<file path="config.mk">
export PLATFORM = sky130hd
export DESIGN_NAME = dec32_encoder_seq
export DESIGN_NICKNAME = d
export VERILOG_FILES = /design/src/rtl/dec32_encoder_seq.sv
export SDC_FILE = /design/constraint.sdc
export NUM_CORES = 1
export LEC_CHECK = 0
export CAP_MARGIN = 20
export CORE_UTILIZATION = 55
export DETAILED_ROUTE_END_ITERATION = 8
export GPL_ROUTABILITY_DRIVEN = 0
export PLACE_DENSITY = 0.9
export SYNTH_ARGS = -nofsm -noshare
export SYNTH_HDL_FRONTEND = slang
export SYNTH_SLANG_ARGS = --single-unit
</file>
<file path="constraint.sdc">
create_clock -name clk -period 2.98 [get_ports clk]
set_input_delay 0.745 -clock clk [delete_from_list [all_inputs] [get_ports clk]]
set_output_delay 0.745 -clock clk [all_outputs]
set_load 0.05 [all_outputs]
</file>
<file path="src/rtl/dec32_encoder_seq.sv">
// Packs sign/exponent/BCD coefficient into a decimal32 DPD word. Optional fold-down: DEC32_FOLD_DOWN_EN.
// Latency: finite 4+s edges, special/overflow 2+s edges (s = ADJUST shift cycles); one word in flight.
// Backpressure: in_ready only in IDLE; result and flags held in DONE until out_ready.
module dec32_encoder_seq #(
  parameter int BIAS = 101,
  parameter int QMAX = 90,
  parameter int QMIN = -101
) (
  input  logic        clk,
  input  logic        rst_n,
  input  logic        in_valid,
  output logic        in_ready,
  input  logic        in_sign,
  input  logic [9:0]  in_exp,
  input  logic [27:0] in_coef,
  input  logic [1:0]  in_special,
  output logic        out_valid,
  input  logic        out_ready,
  output logic [31:0] out_result,
  output logic [3:0]  out_flags
);

  localparam logic signed [10:0] QMAX_E = 11'(QMAX);
  localparam logic signed [10:0] QMIN_E = 11'(QMIN);
  localparam logic signed [10:0] BIAS_E = 11'(BIAS);

  typedef enum logic [2:0] {S_IDLE, S_ADJUST, S_ROUND, S_ENC_HI, S_ENC_LO, S_DONE} state_t;

  state_t             state;
  logic               sign_q;
  logic signed [10:0] exp_q;
  logic [27:0]        coef_q;
  logic [1:0]         special_q;
  logic [3:0]         guard;
  logic               sticky;
  logic [3:0]         rshift_cnt;

  logic               round_up;
  logic               inexact;
  logic               coef_carry;
  logic [27:0]        coef_inc;
  logic [7:0]         e_biased;
  logic [4:0]         comb_field;

  function automatic logic [9:0] dpd_enc(input logic [11:0] bcd);
    logic [3:0] a, b, c;
    logic [9:0] r;
    a = bcd[11:8];
    b = bcd[7:4];
    c = bcd[3:0];
    case ({a[3], b[3], c[3]})
      3'b000:  r = {a[2:0], b[2:0], 1'b0, c[2:0]};
      3'b001:  r = {a[2:0], b[2:0], 1'b1, 2'b00, c[0]};
      3'b010:  r = {a[2:0], c[2:1], b[0], 1'b1, 2'b01, c[0]};
      3'b100:  r = {c[2:1], a[0], b[2:0], 1'b1, 2'b10, c[0]};
      3'b110:  r = {c[2:1], a[0], 2'b00, b[0], 1'b1, 2'b11, c[0]};
      3'b101:  r = {b[2:1], a[0], 2'b01, b[0], 1'b1, 2'b11, c[0]};
      3'b011:  r = {a[2:0], 2'b10, b[0], 1'b1, 2'b11, c[0]};
      default: r = {2'b00, a[0], 2'b11, b[0], 1'b1, 2'b11, c[0]};
    endcase
    return r;
  endfunction

  function automatic logic [28:0] bcd_inc7(input logic [27:0] c);
    logic [27:0] r;
    logic        cy;
    r  = c;
    cy = 1'b1;
    for (int i = 0; i < 7; i++) begin
      if (cy) begin
        if (c[i*4 +: 4] == 4'd9) begin
          r[i*4 +: 4] = 4'd0;
        end else begin
          r[i*4 +: 4] = c[i*4 +: 4] + 4'd1;
          cy = 1'b0;
        end
      end
    end
    return {cy, r};
  endfunction

  assign in_ready = (state == S_IDLE);
  assign e_biased = 8'(exp_q + BIAS_E);

  always_comb begin
    round_up   = (guard > 4'd5) || ((guard == 4'd5) && (sticky || coef_q[0]));
    inexact    = (guard != 4'd0) || sticky;
    {coef_carry, coef_inc} = bcd_inc7(coef_q);
    // MSD 8/9 moves into the combination field's large-digit form
    comb_field = coef_q[27] ? {2'b11, e_biased[7:6], coef_q[24]}
                            : {e_biased[7:6], coef_q[26:24]};
  end

  always_ff @(posedge clk) begin
    if (!rst_n) begin
      state      <= S_IDLE;
      out_valid  <= 1'b0;
      out_result <= '0;
      out_flags  <= '0;
      guard      <= '0;
      sticky     <= 1'b0;
      rshift_cnt <= '0;
      sign_q     <= 1'b0;
      exp_q      <= '0;
      coef_q     <= '0;
      special_q  <= '0;
    end else begin
      case (state)
        S_IDLE: if (in_valid) begin
          sign_q     <= in_sign;
          exp_q      <= {in_exp[9], in_exp};
          coef_q     <= in_coef;
          special_q  <= in_special;
          guard      <= '0;
          sticky     <= 1'b0;
          rshift_cnt <= '0;
          out_result <= '0;
          out_flags  <= '0;
          state      <= S_ADJUST;
        end
        S_ADJUST: begin
          if (special_q != 2'b00) begin
            out_result <= {sign_q, (special_q == 2'b01) ? 5'b11110 : 5'b11111, 26'b0};
            out_flags  <= (special_q == 2'b11) ? 4'b1000 : 4'b0000;
            state      <= S_DONE;
          end else if (exp_q > QMAX_E) begin
            if (coef_q == 28'd0) begin
              exp_q <= QMAX_E;
              state <= S_ROUND;
            end
`ifdef DEC32_FOLD_DOWN_EN
            else if (coef_q[27:24] == 4'd0) begin
              coef_q <= {coef_q[23:0], 4'h0};
              exp_q  <= exp_q - 11'sd1;
            end
`endif
            else begin
              out_result <= {sign_q, 5'b11110, 26'b0};
              out_flags  <= 4'b0101;
              state      <= S_DONE;
            end
          end else if (exp_q < QMIN_E) begin
            coef_q     <= {4'h0, coef_q[27:4]};
            guard      <= coef_q[3:0];
            sticky     <= sticky | (guard != 4'd0);
            rshift_cnt <= rshift_cnt + 4'd1;
            // eighth shift has flushed every digit; further shifts change nothing but sticky
            exp_q      <= (rshift_cnt == 4'd7) ? QMIN_E : exp_q + 11'sd1;
          end else begin
            state <= S_ROUND;
          end
        end
        S_ROUND: begin
          if (round_up) begin
            if (coef_carry) begin
              coef_q <= 28'h1000000;
              exp_q  <= exp_q + 11'sd1;
            end else begin
              coef_q <= coef_inc;
            end
          end
          out_flags[1:0] <= {inexact && (rshift_cnt != 4'd0), inexact};
          state          <= S_ENC_HI;
        end
        S_ENC_HI: begin
          out_result[19:10] <= dpd_enc(coef_q[23:12]);
          state             <= S_ENC_LO;
        end
        S_ENC_LO: begin
          out_result[31:20] <= {sign_q, comb_field, e_biased[5:0]};
          out_result[9:0]   <= dpd_enc(coef_q[11:0]);
          out_valid         <= 1'b1;
          state             <= S_DONE;
        end
        S_DONE: begin
          if (!out_valid) begin
            out_valid <= 1'b1;
          end else if (out_ready) begin
            out_valid <= 1'b0;
            state     <= S_IDLE;
          end
        end
        default: state <= S_IDLE;
      endcase
    end
  end

endmodule

</file>
* Yosys cells after proc, flatten, opt, wreduce, memory -nomap -nowiden *
Cells that the tools add are included.

cells by class
  multiplexer cells = 84
  eq/ne operators = 47
  reduce and logical (&&, ||, !) cells = 32
  order comparisons = 3
  $add $sub $neg = 10
  bitwise operators = 1

operators by type and width
  operator                 number
  $mux W28                 6
  $pmux W10 S7             2
  $mux W32                 4
  $mux W4                  24
  $mux W11                 8
  $pmux W28 S3             1
  $pmux W10 S3             2
  $reduce_and A7 Y1        7
  $pmux W12 S3             1
  $pmux W11 S3             1
  $add A4 B1 Y4 const B    8
  $ne A3 B3 Y1 const B     10
  $eq A4 B4 Y1 const B     7
  $logic_not A28 Y1        1
  $eq A3 B3 Y1 const B     8
  $mux W3                  7
  $mux W1                  20
  $reduce_and A4 Y1        5
  $eq A3 B2 Y1 const B     6
  $pmux W3 S6              1
  $ne A2 B2 Y1 const B     8
  $pmux W4 S2              2
  $add A11 B2 Y11 const B  1
  $gt A11 B8 Y1 const B    1
  other kinds (22)         36

word-level totals
  input port bits = 45
  word-level logic and storage cells = 196
  flip-flop bits (word level) = 91

* Longest topological paths before layout *
  depth in word-level cells = 11
  depth in mapped cells = 10

* Worst setup path before layout *
OpenSTA, ideal clock, no wires.

  path type = reg-to-output
  start = register state[1]
  end = output port in_ready
  arrival time = 1.968 ns
  data required time = 2.235 ns
  path slack = 0.267 ns
  path buffers = 3
  stages on the path, launching flop included = 5
  path through = dfxtp_1 buf_2 buf_1 buf_1 nor3_1

between the ends
  word-level cells in the longest chain between the ends = 1

ends and longest elaborated chain
  element                 line  text
  from (decl)             29    state_t state;
  from (signal assigned)  96    state <= S_IDLE;
  from (signal assigned)  119   state <= S_ADJUST;
  from (signal assigned)  125   state <= S_DONE;
  $logic_not A3 Y1        82    assign in_ready = (state == S_IDLE);
  to (decl)               12    output logic in_ready,

No other way between the ends.

* Final worst setup path *
  start = register state[0]
  end = output port in_ready

Same word-level chain as after synthesis.

==> implementation parameters <==
Parameter                              Value

Synthesis
  Number of synthesized register bits    91
  Asr flop ratio synth    0
  Yosys top cell area share    0.329
  Biggest area contributors in the synthesized netlist    sky130_fd_sc_hd__dfxtp_1 33%, sky130_fd_sc_hd__ha_1 5.6%, sky130_fd_sc_hd__a21oi_1 4.4%
  Count of warnings emitted by yosys    0
  Synthesized instance count    696
  Sequential share of the synthesized area    0.329
  Synth cell types    63
  Syn_area_per_cell    7.96 µm²
  Prevailing post-synth register cell    sky130_fd_sc_hd__dfxtp_1
  Number of enable-type register cells in the synthesized netlist    0
  Net count after synthesis    766
  Top cell type by total area after synthesis    sky130_fd_sc_hd__dfxtp_1
  Synthesized cell area    5540 µm²

Worst setup path
  Largest incremental delay on the critical path    0.86 ns
  CP endpoint    in_ready
  Highest net fanout along the worst path    9
  Critical Path RT    2.24 ns
  Startpoint class of the critical path    flip-flop
  Number of cells on the worst reg-to-reg path    8
  Library cell contributing the largest single delay on the critical path    sky130_fd_sc_hd__clkdlybuf4s50_1
  Cell-by-cell listing of the critical path    buf_4 -> nor3_1 -> clkdlybuf4s50_1
  Crit path launch    state[0]$_SDFFE_PN0P_
  Launching point of the worst reg2reg path    coef_q[1]$_SDFFE_PN0P_
  Number of buffer and inverter stages on the critical path    2
  Type of the setup path with the least slack    flip-flop to primary output
  Sort of element at the end of the critical path    primary output
  Critical path data arrival time    2.04 ns
  Instance count on the critical path    3
  Endpoint of the worst register-to-register path    coef_q[14]$_SDFFE_PN0P_
  Worst reg-to-reg setup slack    0.25 ns
  Cell family with the largest share of critical-path delay    buffers and inverters

Clock network
  Number of buffers inserted during clock tree synthesis    9
  Clock network latency to the later pin of the worst-skew pair    0.37 ns
  CTS tree    yes
  CTS sink count    91
  Post_cts resized    0
  Number of buffers inserted by post-CTS setup repair    0
  Worst-path clk slew    0.09 ns
  Cell at the root of the clock tree    sky130_fd_sc_hd__clkbuf_8
  H-Tree Depth    3
  Number of buffers on the longest clock path    2
  Hold Buf Count CTS    0

Cells and area
  Diode insertion count for antenna repair    0
  Final-layout fill cell count    803
  Layout net count    834
  Area growth from synthesis to layout    21.1%
  Share of post-route cells with drive strength above 1    0.0741

Detailed routing
  Drt first pass iters    5
  Number of vias per cell after detailed routing    6.59
  1st-iter DRT viols    472
  Routed wire length    16800 µm
  Post-detailed-route DRC marker count    0
  Routed WL per cell    18.6 µm
  Vias    5944
  Number of nets with antenna violations after routing    0

Global route
  GR peak layer    met2
  Initial antenna violation count    0
  Global routing usage on met2    0.557
  Global-route track usage on met1    0.405
  Global routing usage on met3    0.0766
  GRT Overall Usage    0.334
  Pin count of the biggest net entering global routing    31
  Via count of the first global-routing pass    5683
  Total overflow reported by the global router    0
  Wire length of the first global-routing pass    27200 µm

Timing
  Number of hold violations in the final report    0
  Crit share post-route    0.934
  Sum of negative setup slack    0 ns
  Hold_ws    0.469 ns
  Achievable frequency    0.359 GHz
  Final setup violation count    0
  RSZ-0062 raised after global routing    no
  Transition time at the pin with the least slew margin    0.804 ns
  Tightest slew margin relative to the limit    0.464
  Count of pins over their slew limit    0
  Clock tree skew after final layout    0.00831 ns
  Final critical-path required period    2.78 ns

Placement
  Count of input and output buffers    82
  Detailed-placement wirelength estimate    11900 µm

Run
  Number of max-capacitance violations reported    0

Pwr
  Max IR drop VDD    0.731 mV
  P per Cell Area    1070 nW/µm²
  Leakage power summed over all cells    2.44 nW

Floorplanning
  Number of primary I/O pins    83
  Core footprint    9770 µm²
  Vertical die dimension    102 µm
  Horiz. Die Dim    102 µm
  Overall die area    10500 µm²
  Row Count    36
  Starting utilization of the core area    0.567

Run status
  Result of the run    completed

Hold path
  Worst hold-check path type    flip-flop to flip-flop
worst min-delay path by stage:
| stage | from | endpoint | depth (start not counted) |
|---|---|---|---|
| 2_1_floorplan | sign_q$_SDFFE_PN0P_ | sign_q$_SDFFE_PN0P_ | 2 |
| 3_3_place_gp | out_result[6]$_SDFFE_PN0P_ | out_result[6]$_SDFFE_PN0P_ | 1 |
| 3_5_place_dp | out_result[6]$_SDFFE_PN0P_ | out_result[6]$_SDFFE_PN0P_ | 1 |
| 4_1_cts | out_result[6]$_SDFFE_PN0P_ | out_result[6]$_SDFFE_PN0P_ | 1 |
| 5_1_grt | out_result[15]$_SDFFE_PN0P_ | out_result[15]$_SDFFE_PN0P_ | 1 |
| 6_report | out_result[6]$_SDFFE_PN0P_ | out_result[6]$_SDFFE_PN0P_ | 1 |
final cells by class:
| class | count | area [µm²] | area share |
|---|---|---|---|
| Multi-Input combinational cell | 520 | 3380 | 0.504 |
| Sequential cell | 91 | 1820 | 0.271 |
| Timing Repair Buffer | 110 | 1030 | 0.154 |
| Tap cell | 133 | 166 | 0.0248 |
| Clock buffer | 11 | 151 | 0.0226 |
| Inverter | 32 | 120 | 0.0179 |
| Clock inverter | 5 | 36.3 | 0.00541 |
state kept, by name, indices dropped and copies added, names as in the netlist:
name / cells
coef_q: 28
sticky: 1
special_q: 2
sign_q: 1
rshift_cnt: 4
out_valid: 1
state: 3
out_flags: 4
out_result: 32
guard: 4
exp_q: 11
cell families (layout without fill, tap and decap cells):
family | after synthesis | count (layout) | synth area share
buf+inv | 85 | 158 | 0.0616
xor+xnor | 13 | 13 | 0.0205
fa+ha+maj | 25 | 25 | 0.0564
compound gates | 250 | 250 | 0.317
mux | 11 | 11 | 0.0199
simple gates | 221 | 221 | 0.196
flops | 91 | 91 | 0.329
metal layers:
metal | up-vias | part of all wire
li1 | 2721 | -
met1 | 2741 | 0.39
met2 | 403 | 0.47
met3 | 79 | 0.11
met4 | 0 | 0.035
met5 | - | 0
report_power, final:
group / internal, mW / switching (mW) / total (mW)
logic: 1.60 / 2.66 / 4.25
registers: 1.54 / 0.546 / 2.09
clock network: 0.350 / 0.461 / 0.812
total: 3.48 / 3.66 / 7.15
synthesized netlist by cell type, drive strengths merged (5+ instances only):
| cell | count |
|---|---|
| clkbuf | 36 |
| a22o | 16 |
| or3 | 5 |
| a21o | 10 |
| a311oi | 8 |
| inv | 31 |
| nand2 | 59 |
| nand3b | 6 |
| a21oi | 50 |
| o21ai | 48 |
| dfxtp | 91 |
| o211ai | 9 |
| and3b | 5 |
| buf | 17 |
| mux2i | 11 |
| ha | 25 |
| and2 | 5 |
| nor3b | 7 |
| nand2b | 10 |
| nand3 | 24 |
| o2bb2ai | 10 |
| nor2 | 58 |
| o21a | 5 |
| a211oi | 23 |
| a22oi | 16 |
| a32oi | 5 |
| nor3 | 19 |
| a221oi | 5 |
| xnor2 | 11 |
| a31oi | 10 |
| a222oi | 8 |
placed cells by master, fill, tap and decap left out, types with 6 or more instances in the layout:
cell type / synthesis / layout
sky130_fd_sc_hd__dfxtp_1: 91 / 91
sky130_fd_sc_hd__clkdlybuf4s50_1: 0 / 82
sky130_fd_sc_hd__nand2_1: 59 / 59
sky130_fd_sc_hd__nor2_1: 58 / 58
sky130_fd_sc_hd__a21oi_1: 49 / 49
sky130_fd_sc_hd__o21ai_0: 47 / 47
sky130_fd_sc_hd__inv_1: 31 / 31
sky130_fd_sc_hd__buf_4: 2 / 28
sky130_fd_sc_hd__ha_1: 25 / 25
sky130_fd_sc_hd__nand3_1: 24 / 24
sky130_fd_sc_hd__a211oi_1: 23 / 23
sky130_fd_sc_hd__nor3_1: 18 / 18
sky130_fd_sc_hd__a22oi_1: 16 / 16
sky130_fd_sc_hd__a22o_1: 16 / 16
sky130_fd_sc_hd__mux2i_1: 11 / 11
sky130_fd_sc_hd__xnor2_1: 11 / 11
sky130_fd_sc_hd__clkbuf_8: 0 / 11
sky130_fd_sc_hd__a21o_1: 10 / 10
sky130_fd_sc_hd__nand2b_1: 10 / 10
sky130_fd_sc_hd__a31oi_1: 10 / 10
sky130_fd_sc_hd__o2bb2ai_1: 10 / 10
sky130_fd_sc_hd__o211ai_1: 9 / 9
sky130_fd_sc_hd__a222oi_1: 8 / 8
sky130_fd_sc_hd__a311oi_1: 8 / 8
sky130_fd_sc_hd__nor3b_1: 7 / 6
sky130_fd_sc_hd__nand3b_1: 6 / 6
stage by stage:
step,worst slack (ns),total power [mW],utilization,area [µm²],instances
finish,0.197,7.15,0.687,6710,902
global route,0.129,7.59,0.687,6710,902
CTS,0.240,7.00,0.687,6710,902
detailed placement,0.102,6.18,0.667,6520,886
global placement,0.144,5.98,0.667,6520,886
floorplan,0.267,4.90,-,5540,696
Note: power is estimated with default switching activity, not from simulation.
